==> config.mk <==
export PLATFORM = sky130hd
export DESIGN_NAME = uart_tx_cfg
export DESIGN_NICKNAME = d
export VERILOG_FILES = /design/src/rtl/uart_pkg.sv /design/src/rtl/uart_fifo.sv /design/src/rtl/uart_tx_cfg.sv
export SDC_FILE = /design/constraint.sdc
export NUM_CORES = 1
export LEC_CHECK = 0
export CORE_MARGIN = 2
export CORE_UTILIZATION = 40
export CTS_BUF_LIST = sky130_fd_sc_hd__clkbuf_4 sky130_fd_sc_hd__clkbuf_8 sky130_fd_sc_hd__clkbuf_16
export CTS_CLUSTER_DIAMETER = 60
export CTS_CLUSTER_SIZE = 12
export DETAILED_ROUTE_END_ITERATION = 16
export MAX_ROUTING_LAYER = met4
export PLACE_DENSITY = 0.56
export SKIP_LAST_GASP = 1
export SLEW_MARGIN = 20
export SYNTH_ARGS = -nofsm -noshare
export SYNTH_HDL_FRONTEND = slang
export SYNTH_HIERARCHICAL = 1
export SYNTH_SLANG_ARGS = --single-unit
==> constraint.sdc <==
create_clock -name clk -period 4 [get_ports clk]
set_input_delay 1 -clock clk [delete_from_list [all_inputs] [get_ports clk]]
set_output_delay 1 -clock clk [all_outputs]
set_load 0.01 [all_outputs]
==> src/rtl/uart_pkg.sv <==
// Shared types and helpers for the configurable UART family (tx now, rx later).
package uart_pkg;

  typedef enum logic [1:0] {
    PAR_NONE = 2'd0,
    PAR_ODD  = 2'd1,
    PAR_EVEN = 2'd2
  } parity_t;

  typedef enum logic [2:0] {
    IDLE   = 3'd0,
    START  = 3'd1,
    DATA   = 3'd2,
    PARITY = 3'd3,
    STOP   = 3'd4
  } tx_state_t;

  localparam int MIN_DIV    = 2;
  // Callers zero-extend their word to this width; zero padding does not affect the XOR.
  localparam int PAR_DATA_W = 16;

  function automatic logic calc_parity(input logic [PAR_DATA_W-1:0] data, input parity_t mode);
    case (mode)
      PAR_ODD:  return ~^data;
      PAR_EVEN: return ^data;
      default:  return 1'b0;
    endcase
  endfunction

endpackage

==> src/rtl/uart_fifo.sv <==
// Synchronous first-word-fall-through FIFO; full is registered from the next level
// so it rises on the same edge that stores the last free entry.
module uart_fifo #(
  parameter int WIDTH = 8,
  parameter int DEPTH = 4,
  localparam int LB   = $clog2(DEPTH)
) (
  input  logic             clk,
  input  logic             rstn,
  input  logic             push,
  input  logic             pop,
  input  logic [WIDTH-1:0] wdata,
  output logic [WIDTH-1:0] rdata,
  output logic             full,
  output logic             empty,
  output logic [LB:0]      level
);

  logic [WIDTH-1:0] mem [DEPTH];
  logic [LB-1:0]    wr_ptr, rd_ptr;
  logic [LB:0]      level_nxt;
  logic             do_push, do_pop;

  assign do_push = push && !full;
  assign do_pop  = pop && !empty;
  assign empty   = (level == '0);
  assign rdata   = mem[rd_ptr];

  always_comb begin
    level_nxt = level;
    if (do_push && !do_pop)
      level_nxt = level + (LB+1)'(1);
    else if (!do_push && do_pop)
      level_nxt = level - (LB+1)'(1);
  end

  always_ff @(posedge clk or negedge rstn) begin
    if (!rstn) begin
      wr_ptr <= '0;
      rd_ptr <= '0;
      level  <= '0;
      full   <= 1'b0;
    end else begin
      if (do_push) wr_ptr <= wr_ptr + LB'(1);
      if (do_pop)  rd_ptr <= rd_ptr + LB'(1);
      level <= level_nxt;
      full  <= (level_nxt == (LB+1)'(DEPTH));
    end
  end

  always_ff @(posedge clk) begin
    if (do_push) mem[wr_ptr] <= wdata;
  end

endmodule

==> src/rtl/uart_tx_cfg.sv <==
// Runtime-configurable UART transmitter: FIFO-buffered, programmable divisor,
// optional parity, 1/2 stop bits; frame config is latched when a word is popped.
module uart_tx_cfg
  import uart_pkg::*;
#(
  parameter int DATA_WIDTH     = 8,
  parameter int FIFO_DEPTH     = 4,
  parameter int DIV_WIDTH      = 16,
  localparam int LB_FIFO_DEPTH = $clog2(FIFO_DEPTH)
) (
  input  logic                   clk,
  input  logic                   rstn,
  input  logic [DATA_WIDTH-1:0]  data_from_sensor,
  input  logic                   valid_from_sensor,
  output logic                   ready_to_sensor,
  input  logic [DIV_WIDTH-1:0]   baud_div,
  input  logic [1:0]             parity_mode,
  input  logic                   two_stop,
  output logic                   tx_sig,
  output logic                   busy,
  output logic                   frame_done,
  output logic [LB_FIFO_DEPTH:0] fifo_level
);

  localparam int BIT_W = $clog2(DATA_WIDTH);

  logic                  push, pop, load, fifo_full, fifo_empty;
  logic [DATA_WIDTH-1:0] fifo_rdata;
  tx_state_t             state, state_nxt;
  parity_t               mode_in;
  logic [DIV_WIDTH-1:0]  cnt, cnt_nxt, div_q, div_nxt, start_div;
  logic [DATA_WIDTH-1:0] shreg, shreg_nxt;
  logic [BIT_W-1:0]      bit_idx, bit_nxt;
  logic                  par_en, par_en_nxt, par_bit, par_bit_nxt;
  logic                  two_q, two_nxt, stop2, stop2_nxt;
  logic                  tx_q, tx_nxt, done_q, done_nxt;

  uart_fifo #(.WIDTH(DATA_WIDTH), .DEPTH(FIFO_DEPTH)) u_fifo (
    .clk   (clk),
    .rstn  (rstn),
    .push  (push),
    .pop   (pop),
    .wdata (data_from_sensor),
    .rdata (fifo_rdata),
    .full  (fifo_full),
    .empty (fifo_empty),
    .level (fifo_level)
  );

  assign ready_to_sensor = ~fifo_full;
  assign push            = valid_from_sensor && ready_to_sensor;
  assign mode_in         = (parity_mode == 2'd3) ? PAR_NONE : parity_t'(parity_mode);
  assign start_div       = (baud_div < DIV_WIDTH'(MIN_DIV)) ? DIV_WIDTH'(MIN_DIV) : baud_div;

  assign tx_sig     = tx_q;
  assign frame_done = done_q;
  assign busy       = (state != IDLE) || (fifo_level != '0);

  always_comb begin
    state_nxt   = state;
    cnt_nxt     = cnt;
    div_nxt     = div_q;
    shreg_nxt   = shreg;
    bit_nxt     = bit_idx;
    par_en_nxt  = par_en;
    par_bit_nxt = par_bit;
    two_nxt     = two_q;
    stop2_nxt   = stop2;
    tx_nxt      = tx_q;
    done_nxt    = 1'b0;
    pop         = 1'b0;
    load        = 1'b0;
    case (state)
      IDLE: begin
        tx_nxt = 1'b1;
        load   = !fifo_empty;
      end
      START: begin
        if (cnt == '0) begin
          state_nxt = DATA;
          tx_nxt    = shreg[0];
          bit_nxt   = '0;
          cnt_nxt   = div_q - DIV_WIDTH'(1);
        end else cnt_nxt = cnt - DIV_WIDTH'(1);
      end
      DATA: begin
        if (cnt == '0) begin
          cnt_nxt = div_q - DIV_WIDTH'(1);
          if (bit_idx == BIT_W'(DATA_WIDTH-1)) begin
            stop2_nxt = 1'b0;
            state_nxt = par_en ? PARITY : STOP;
            tx_nxt    = par_en ? par_bit : 1'b1;
          end else begin
            // Shift so the next bit to send always sits at shreg[1] -> shreg[0].
            bit_nxt   = bit_idx + BIT_W'(1);
            shreg_nxt = shreg >> 1;
            tx_nxt    = shreg[1];
          end
        end else cnt_nxt = cnt - DIV_WIDTH'(1);
      end
      PARITY: begin
        if (cnt == '0) begin
          state_nxt = STOP;
          tx_nxt    = 1'b1;
          stop2_nxt = 1'b0;
          cnt_nxt   = div_q - DIV_WIDTH'(1);
        end else cnt_nxt = cnt - DIV_WIDTH'(1);
      end
      STOP: begin
        if (cnt == '0) begin
          if (two_q && !stop2) begin
            stop2_nxt = 1'b1;
            cnt_nxt   = div_q - DIV_WIDTH'(1);
          end else begin
            done_nxt = 1'b1;
            if (!fifo_empty) load = 1'b1;
            else begin
              state_nxt = IDLE;
              tx_nxt    = 1'b1;
            end
          end
        end else cnt_nxt = cnt - DIV_WIDTH'(1);
      end
      default: begin
        state_nxt = IDLE;
        tx_nxt    = 1'b1;
      end
    endcase
    // Frame start: shared by IDLE and the zero-gap STOP exit.
    if (load) begin
      pop         = 1'b1;
      state_nxt   = START;
      tx_nxt      = 1'b0;
      shreg_nxt   = fifo_rdata;
      div_nxt     = start_div;
      cnt_nxt     = start_div - DIV_WIDTH'(1);
      par_en_nxt  = (mode_in != PAR_NONE);
      par_bit_nxt = calc_parity(PAR_DATA_W'(fifo_rdata), mode_in);
      two_nxt     = two_stop;
    end
  end

  always_ff @(posedge clk or negedge rstn) begin
    if (!rstn) begin
      state   <= IDLE;
      cnt     <= '0;
      div_q   <= '0;
      shreg   <= '0;
      bit_idx <= '0;
      par_en  <= 1'b0;
      par_bit <= 1'b0;
      two_q   <= 1'b0;
      stop2   <= 1'b0;
      tx_q    <= 1'b1;
      done_q  <= 1'b0;
    end else begin
      state   <= state_nxt;
      cnt     <= cnt_nxt;
      div_q   <= div_nxt;
      shreg   <= shreg_nxt;
      bit_idx <= bit_nxt;
      par_en  <= par_en_nxt;
      par_bit <= par_bit_nxt;
      two_q   <= two_nxt;
      stop2   <= stop2_nxt;
      tx_q    <= tx_nxt;
      done_q  <= done_nxt;
    end
  end

endmodule

* Word-level counts from Yosys, hierarchy flattened *
Memory sizes are Yosys's and may differ from the RTL's.
Index checks and enable logic that the tools add are counted.

operators by class
  add/sub/neg operators = 8
  magnitude comparators = 1
  reduce and logical (&&, ||, !) cells = 32
  mux-type cells = 54
  bitwise operators = 1
  equality and inequality tests = 26

operators by type and width
  operator               number
  $mux 16                5
  $sub 16x1->16 const B  3
  $mux 3                 14
  $mux 8                 4
  $pmux 16 s2            1
  $mux 1                 23
  $ne 3x3->1 const B     7
  $ne 2x2->1 const B     9
  $logic_not 16->1       1
  $lt 16x2->1 const B    1
  $reduce_xnor 16->1     1
  $reduce_xor 16->1      1
  $pmux 3 s5             1
  $reduce_and 6->1       2
  $reduce_bool 3->1      4
  $eq 3x3->1 const B     3
  $reduce_and 8->1       1
  $reduce_bool 2->1      4
  $add 3x1->3 const B    2
  $eq 3x2->1 const B     2
  $logic_and 1x1->1      6
  $logic_not 3->1        2
  $pmux 3 s2             1
  $logic_not 1->1        5
  16 further kinds       19

storage, ports and cells
  memories = 1
  flip-flop bits (word level) = 60
  memory bits (writable) = 32
  output and inout port bits = 7

memory list
  name        words  bits a word  rd ports  clocked after Yosys merged registers in  write ports  line             text
  u_fifo.mem  4      8            1         0                                        1            uart_fifo.sv:19  logic [WIDTH-1:0] mem [DEPTH];

* Longest topological paths before layout *
Gate-level depths: netlist of run 1.

  word-level depth = 11
  mapped depth = 16
  depth with buffers taken out = 15

* Cells and area by module *
Netlist of run 1, hierarchy kept.

modules (own cells, without submodules)
  module       instances  seq. area each (sq um)  cells an instance  area an instance (sq um)
  uart_tx_cfg  1          1302.5                  375                3208.1
  uart_fifo    1          1161.1                  94                 1691.6

* Worst setup path after synthesis of run 1 *
OpenSTA, ideal clock, no wires.

  path type = register -> register
  start = reg u_fifo.level[0]
  end = reg cnt[14]
  clock period less this slack = 3.687 ns
  arrival time = 3.605 ns
  cell stages (with the launch flop) = 17
  setup slack = 0.313 ns
  cell sequence = dfrtp_1 -> inv_1 -> ha_1 -> ha_1 -> or4b_4 -> nor2_8 -> a21oi_4 -> inv_2 -> clkbuf_1 -> nand2_1 -> nor2_1 -> a21o_1 -> ha_1 -> o31a_1 -> inv_1 -> or4_1 -> a31oi_1

on the way
  word-level cells in the longest chain between the ends = 7
  elaborated cells between the ends (all ways) = 10
  classes of those cells = 1 x eq/ne; 5 x mux; 4 x reduce/logical

RTL lines
  what                                                              line                text
  start, declared                                                   uart_fifo.sv:16     output logic [LB:0] level
  start signal, assigned                                            uart_fifo.sv:46     level <= level_nxt;
  $logic_not 3->1 (*)                                               uart_fifo.sv:26     assign empty = (level == '0);
  named net fifo_empty                                              uart_tx_cfg.sv:27   logic push, pop, load, fifo_full, fifo_empty;
  $mux 1                                                            uart_tx_cfg.sv:116  if (!fifo_empty) load = 1'b1;
  $mux 1                                                            uart_tx_cfg.sv:111  if (two_q && !stop2) begin
  $mux 1                                                            uart_tx_cfg.sv:110  if (cnt == '0) begin
  $pmux 1 s2 (*)                                                    uart_tx_cfg.sv:73   case (state)
  $ne 4x4->1 (no line) / $reduce_bool 3->1 (equally long branches)  --
  $reduce_and 2->1 (no line)                                        --
  end signal, assigned                                              uart_tx_cfg.sv:158  cnt <= cnt_nxt;
  end, declared                                                     uart_tx_cfg.sv:31   logic [DIV_WIDTH-1:0] cnt, cnt_nxt, div_q, div_nxt, start_div;

Mark *: on every way through the listed nets, which the timed path passes. The rest lies on a longest branch.
A chain may end at the register's enable or synchronous reset.

* Worst setup path in the final report of run 1 *
  start = reg u_fifo.level[0]
  end = reg cnt[15]

Same word-level chain as after synthesis.

==> impl_metrics.yaml, run 1 <==
logic_synthesis:
  yosysWarnings: 6
  synth_top_area_share_pct: 30.1
  syn_nets: 511
  async_reset_ff_share_pct: 65.2
  synth_top_cell_by_area: "dfrtp_1"
  avgSynthCellArea_um2: 10.4
  syn-cell-area_um2: 4900
  synth_seq_cells: 92
  synth_top_flop_cell: "dfrtp_1"
  synth_area_leaders: "dfrtp_1 30%, edfxtp_1 20%, nand2_1 6.9%, mux4_2 3.7%, o21ai_0 3.6%"
  yosysUniqueCellTypes: 69
  ys_seq_area_share_pct: 50.3
  synthCells: 469
  synth-edff-count: 32
power:
  swShare_pct: 41.4
  p_per_area_nw_per_um2: 819
  pwr-share-seq_pct: 35.4
  power_frac_comb_pct: 47.7
  p_leak_nw: 2.30
  intPower_mw: 2.75
  clkPwrFrac_pct: 16.9
  p_switching_mw: 1.94
  ir_drop_mv: 0.356
setup_path:
  worst-r2r-cell-count: 11
  end_kind: "register"
  r2r_start: "u_fifo/level[0]$_DFF_PN0_"
  crit_arrival_ns: 3.80
  rrSetupSlack_ns: 0.47
  rr_endpoint: "cnt[15]$_DFFE_PN0P_"
  crit_path_start_kind: "register"
  crit_type: "register to register"
  cp_max_fo: 36
  crit_required_ns: 4.27
clock_tree:
  path_clk_slew_ns: 0.07
  cts.sinks: 92
  cts_tree: "done"
  clock-root-buffer: "clkbuf_16"
  cts_setup_buffers: 0
  numCtsBuffers: 9
  post_cts_resized: 0
  insertion_delay_ns: 0.34
  clockBufferDepth: 2
  hold_buffers: 0
  h-tree-depth: 3
drt:
  routed_wl_um: 11000
  vias: 3649
  met2_length_um: 5240
  first_pass_iters: 4
  drtIter0Drc: 209
  post-route-drc-count: 0
  dr.max_layer_used: "met4"
  vias_per_cell: 5.53
  m1WireLength_um: 4920
  final_antenna_net_count: 0
  wl_per_cell_um: 16.6
  wl_met3_um: 469
global_routing:
  grt_pass1_vias: 3751
  grt_usage_pct: 18.7
  antenna_found_initial: 0
  grt_max_degree: 46
  grt_pass1_wl_um: 18700
  grt_overflow: 0
sta:
  worst_slew_pin_slew_ns: 0.789
  rsz0062_at_grt: "false"
  setup_violations: 0
  final-max-slew-violation-count: 0
  slew_headroom_pct: 47.2
  fin_crit_ns: 3.53
  hold_viol_final: 0
  fin_tns_setup_ns: 0
  setup_slack_ns: 0.465
  hold_ws_ns: 0.469
  min_period_over_period_pct: 88.4
  finClkSkew_ns: 0.0128
  fmax_mhz: 283
layout:
  regArea_um2: 2460
  antenna_cells: 0
  area_growth_pct: 16.9
  multi_input_area_um2: 2300
  drive_gt1_share_pct: 12.3
  stdcell_area_um2: 5730
  fillCellCount: 1081
  nNetsFinal: 550
worst_hold_path:
  hp-class: "register to register"
  hp-start: "div_q[7]$_DFFE_PN0P_"
  hold_path_end: "div_q[7]$_DFFE_PN0P_"
  min_path_cells: 2
floorplan:
  dieWidth_um: 115
  pin_count: 37
  dieArea_um2: 13200
  coreArea_um2: 12000
  die_y_um: 115
  initial_utilization_pct: 41.0
  rows: 40
placement:
  place_congestion: 0.927
  place_area_um2: 5440
  port-buffer-count: 36
  pre_cts_ws_ns: 0.191
  dpl.hpwl_um: 7800
run:
  maxCapViolations: 0
run_status:
  outcome: "finished, final reports clean"
## cell usage after synthesis (all sizes together), types with 8 or more instances
| library cell | n |
|---|---|
| xnor2 | 15 |
| nand2 | 90 |
| inv | 17 |
| dfrtp | 59 |
| mux4 | 8 |
| clkbuf | 13 |
| ha | 12 |
| edfxtp | 32 |
| o21ai | 36 |
| nor2 | 27 |
| nand3 | 11 |
| nor4 | 10 |
| a21oi | 14 |
| mux2i | 11 |
| nor3 | 13 |
## layout by cell type (no fill, tap or decap), types with 6 or more instances in the layout
cell type         n
dfrtp_1          59
nor2_1           25
nor3_1           13
edfxtp_1         32
xnor2_1          15
mux4_2            8
o21ai_0          35
o21a_1            7
ha_1             12
clkdlybuf4s50_1  35
o211ai_1          6
a21oi_1          13
clkbuf_16         9
nor4_1            9
inv_1            15
nand2_1          90
or4_1             6
a31oi_1           7
mux2i_1          11
nand3_1          11
buf_4            13
## state kept, by name, summed over array words and instances (netlist names), 3 cells and up
| signal | cells |
|---|---|
| u_fifo/mem | 32 |
| cnt | 16 |
| div_q | 16 |
| shreg | 8 |
| bit_idx | 3 |
| state | 3 |
| u_fifo/level | 3 |
## per-stage QoR
stage / total power [mW] / utilization, % / instances
floorplan: 3.32 / - / 469
global placement: 3.89 / 45.5 / 644
detailed placement: 3.91 / 45.5 / 644
CTS: 4.72 / 47.8 / 660
global route: 5.09 / 47.9 / 660
finish: 4.69 / 47.9 / 660
## kinds of logic after synthesis
family,share of synthesized area [%]
fa+ha+maj,3.06
mux,6.15
compound gates,14.5
flops,50.3
simple gates,19.6
xor+xnor,3.22
buf+inv,3.22
## power groups by stage
stage | sequential (mW) | clock [mW] | combinational [mW]
2_1_floorplan | 1.53 | 0 | 1.79
3_3_place_gp | 1.67 | 0 | 2.22
4_1_cts | 1.66 | 0.818 | 2.24
5_1_grt | 1.71 | 0.860 | 2.52
3_5_place_dp | 1.68 | 0 | 2.23
6_report | 1.66 | 0.792 | 2.24
## per-layer routing
metal	GRT usage [%]	vias to the layer above
met5	-	-
met4	9.19	0
met3	3.23	22
met2	29.8	90
met1	23.1	1754
li1	-	1783
## worst max-delay path, stage by stage (launching register included)
cell	delay, ns
dfrtp_1	0.47
inv_1	0.10
ha_1	0.20
ha_1	0.20
or4b_4	0.60
nor2_8	0.18
a21oi_4	0.08
buf_4	0.28
o32ai_2	0.34
o2111ai_4	0.27
or4_1	0.56
a31oi_1	0.17
## cell type report
cell class	count	share of cell area (%)
sequential	92	43.0
multi-input combinational	340	40.1
clock buffer	10	4.06
timing repair buffer	48	7.82
clock inverter	6	0.699
tap	147	3.21
inverter	17	1.11
## worst max-delay path by stage
stage                                    from                  end  slack, ns
floorplan           u_fifo/level[0]$_DFF_PN0_  cnt[14]$_DFFE_PN0P_       0.31
global placement                  baud_div[5]  cnt[14]$_DFFE_PN0P_       0.27
detailed placement                baud_div[5]  cnt[14]$_DFFE_PN0P_       0.19
CTS                 u_fifo/level[0]$_DFF_PN0_  cnt[15]$_DFFE_PN0P_       0.47
global route        u_fifo/level[0]$_DFF_PN0_  cnt[13]$_DFFE_PN0P_       0.27
finish              u_fifo/level[0]$_DFF_PN0_  cnt[15]$_DFFE_PN0P_       0.47
Power figures use the tool's default switching activity.
==> run 2: changes to the inputs <==
Settings changed: SLEW_MARGIN 20 to 10.
==> impl_metrics.yaml, run 2 (same netlist as run 1, synthesis figures left out) <==
drt:
  drtIter0Drc: 189
  routed_wl_um: 10900
  first_pass_iters: 5
  vias: 3644
  final_antenna_net_count: 0
  wl_met3_um: 485
  met2_length_um: 5180
  dr.max_layer_used: "met4"
  m1WireLength_um: 4860
  vias_per_cell: 5.52
  wl_per_cell_um: 16.5
  post-route-drc-count: 0
clock_tree:
  post_cts_resized: 0
  h-tree-depth: 3
  cts_setup_buffers: 0
  hold_buffers: 0
  insertion_delay_ns: 0.34
  cts.sinks: 92
  clock-root-buffer: "clkbuf_16"
  cts_tree: "done"
  clockBufferDepth: 2
  numCtsBuffers: 9
  path_clk_slew_ns: 0.07
setup_path:
  crit_required_ns: 4.27
  crit_path_start_kind: "register"
  crit_chain: "inv_1 > ha_1 > ha_1 > or4b_4 > nor2_8 > a21oi_4 > buf_4 > o32ai_2 > o2111ai_4 > or4_1 > a31oi_1"
  worst-r2r-cell-count: 11
  cpMaxStageDelayCell: "or4b_4"
  rr_endpoint: "cnt[15]$_DFFE_PN0P_"
  crit_type: "register to register"
  crit_arrival_ns: 3.79
  cp_max_fo: 36
  end_kind: "register"
  rrSetupSlack_ns: 0.47
  r2r_start: "u_fifo/level[0]$_DFF_PN0_"
  cp_common_cell: "ha_1"
  crit_buf_inv: 2
  path_delay_family: "simple AND/OR/NAND/NOR gates"
  critPathMaxStageDelay_ns: 0.60
  startpoint: "u_fifo/level[0]$_DFF_PN0_"
sta:
  hold_ws_ns: 0.469
  min_period_over_period_pct: 88.2
  fmax_mhz: 283
  hold_viol_final: 0
  fin_crit_ns: 3.53
  setup_violations: 0
  worst_slew_pin_slew_ns: 1.12
  fin_tns_setup_ns: 0
  slew_headroom_pct: 25.1
  finClkSkew_ns: 0.0132
  rsz0062_at_grt: "false"
  final-max-slew-violation-count: 0
floorplan:
  die_y_um: 115
  dieArea_um2: 13200
  rows: 40
  initial_utilization_pct: 41.0
  coreArea_um2: 12000
  dieWidth_um: 115
  pin_count: 37
power:
  ir_drop_mv: 0.356
  p_per_area_nw_per_um2: 818
  p_leak_nw: 2.29
layout:
  regArea_um2: 2460
  largest_registers: "u_fifo/mem: 32 flops, cnt: 16 flops, div_q: 16 flops"
  multi_input_area_um2: 2290
  fillCellCount: 1083
  top_register: "u_fifo/mem"
  area_growth_pct: 16.6
  layout_common_cells: "90 x nand2_1, 59 x dfrtp_1, 35 x o21ai_0, 35 x clkdlybuf4s50_1, 32 x edfxtp_1"
  drive_gt1_share_pct: 12.3
  antenna_cells: 0
  nNetsFinal: 550
  final_common_cell: "nand2_1"
  largest_reg_flops: 32
global_routing:
  grt_pass1_wl_um: 18700
  grt_usage_pct: 18.7
  grt_pass1_vias: 3751
  antenna_found_initial: 0
  grt_overflow: 0
  grt_max_degree: 46
placement:
  port-buffer-count: 36
  place_congestion: 0.927
  dpl.hpwl_um: 7800
run:
  maxCapViolations: 0
run_status:
  outcome: "finished, final reports clean"
worst_hold_path:
  min_path_cells: 2
  hold_path_end: "div_q[14]$_DFFE_PN0P_"
  hp-class: "register to register"
  hp-start: "div_q[14]$_DFFE_PN0P_"
run 2: cell counts in the layout (fill, tap and decap cells not counted):
No cell type changed its count.
run 2: worst max path at each step:
stage,endpoint,slack (ns),cells after the start
after global placement,cnt[14]$_DFFE_PN0P_,0.27,10
final,cnt[15]$_DFFE_PN0P_,0.47,11
after floorplan,cnt[14]$_DFFE_PN0P_,0.31,16
after detailed placement,cnt[14]$_DFFE_PN0P_,0.19,10
after CTS,cnt[15]$_DFFE_PN0P_,0.47,11
after global routing,cnt[13]$_DFFE_PN0P_,0.27,11
run 2: power by group:
group	switching, mW	total, mW	internal (mW)
logic	1.24	2.23	0.981
registers	0.320	1.66	1.34
clock network	0.365	0.792	0.427
total	1.93	4.67	2.74
run 2: area by class of cell:
cell class / count / area share, %
clock inverter: 6 / 0.701
tap: 147 / 3.22
inverter: 17 / 1.12
sequential: 92 / 43.1
timing repair buffer: 48 / 7.79
clock buffer: 10 / 4.07
multi-input combinational: 340 / 40.0
run 2: stage by stage:
| step | power, mW | setup WS [ns] | utilization, % | cell area [um^2] | cells |
|---|---|---|---|---|---|
| 2_1_floorplan | 3.32 | 0.313 | - | 4900 | 469 |
| 3_3_place_gp | 3.89 | 0.265 | 45.5 | 5440 | 644 |
| 3_5_place_dp | 3.91 | 0.191 | 45.5 | 5440 | 644 |
| 4_1_cts | 4.72 | 0.469 | 47.8 | 5720 | 660 |
| 5_1_grt | 5.08 | 0.266 | 47.8 | 5720 | 660 |
| 6_report | 4.67 | 0.472 | 47.8 | 5720 | 660 |
run 2: per-layer routing:
layer	GRT usage, %	vias up
met2	29.8	93
li1	-	1786
met4	9.19	0
met3	3.23	25
met1	23.1	1740
met5	-	-
run 2: worst reg2reg max path: cells and delay by family, from the launching register on:
kind / cells / cell delay [ns]
flip-flops: 1 / 0.47
adder cells (fa/ha/maj): 2 / 0.40
AO/OA/AOI/OAI: 4 / 0.87
buffers and inverters: 2 / 0.38
AND/OR/NAND/NOR: 3 / 1.34
==> run 3: changes to the inputs <==
Settings changed: CTS_CLUSTER_SIZE 12 to default.
==> results of run 3 <==
No change in the layout: final DEF, timing and power equal those of run 2.
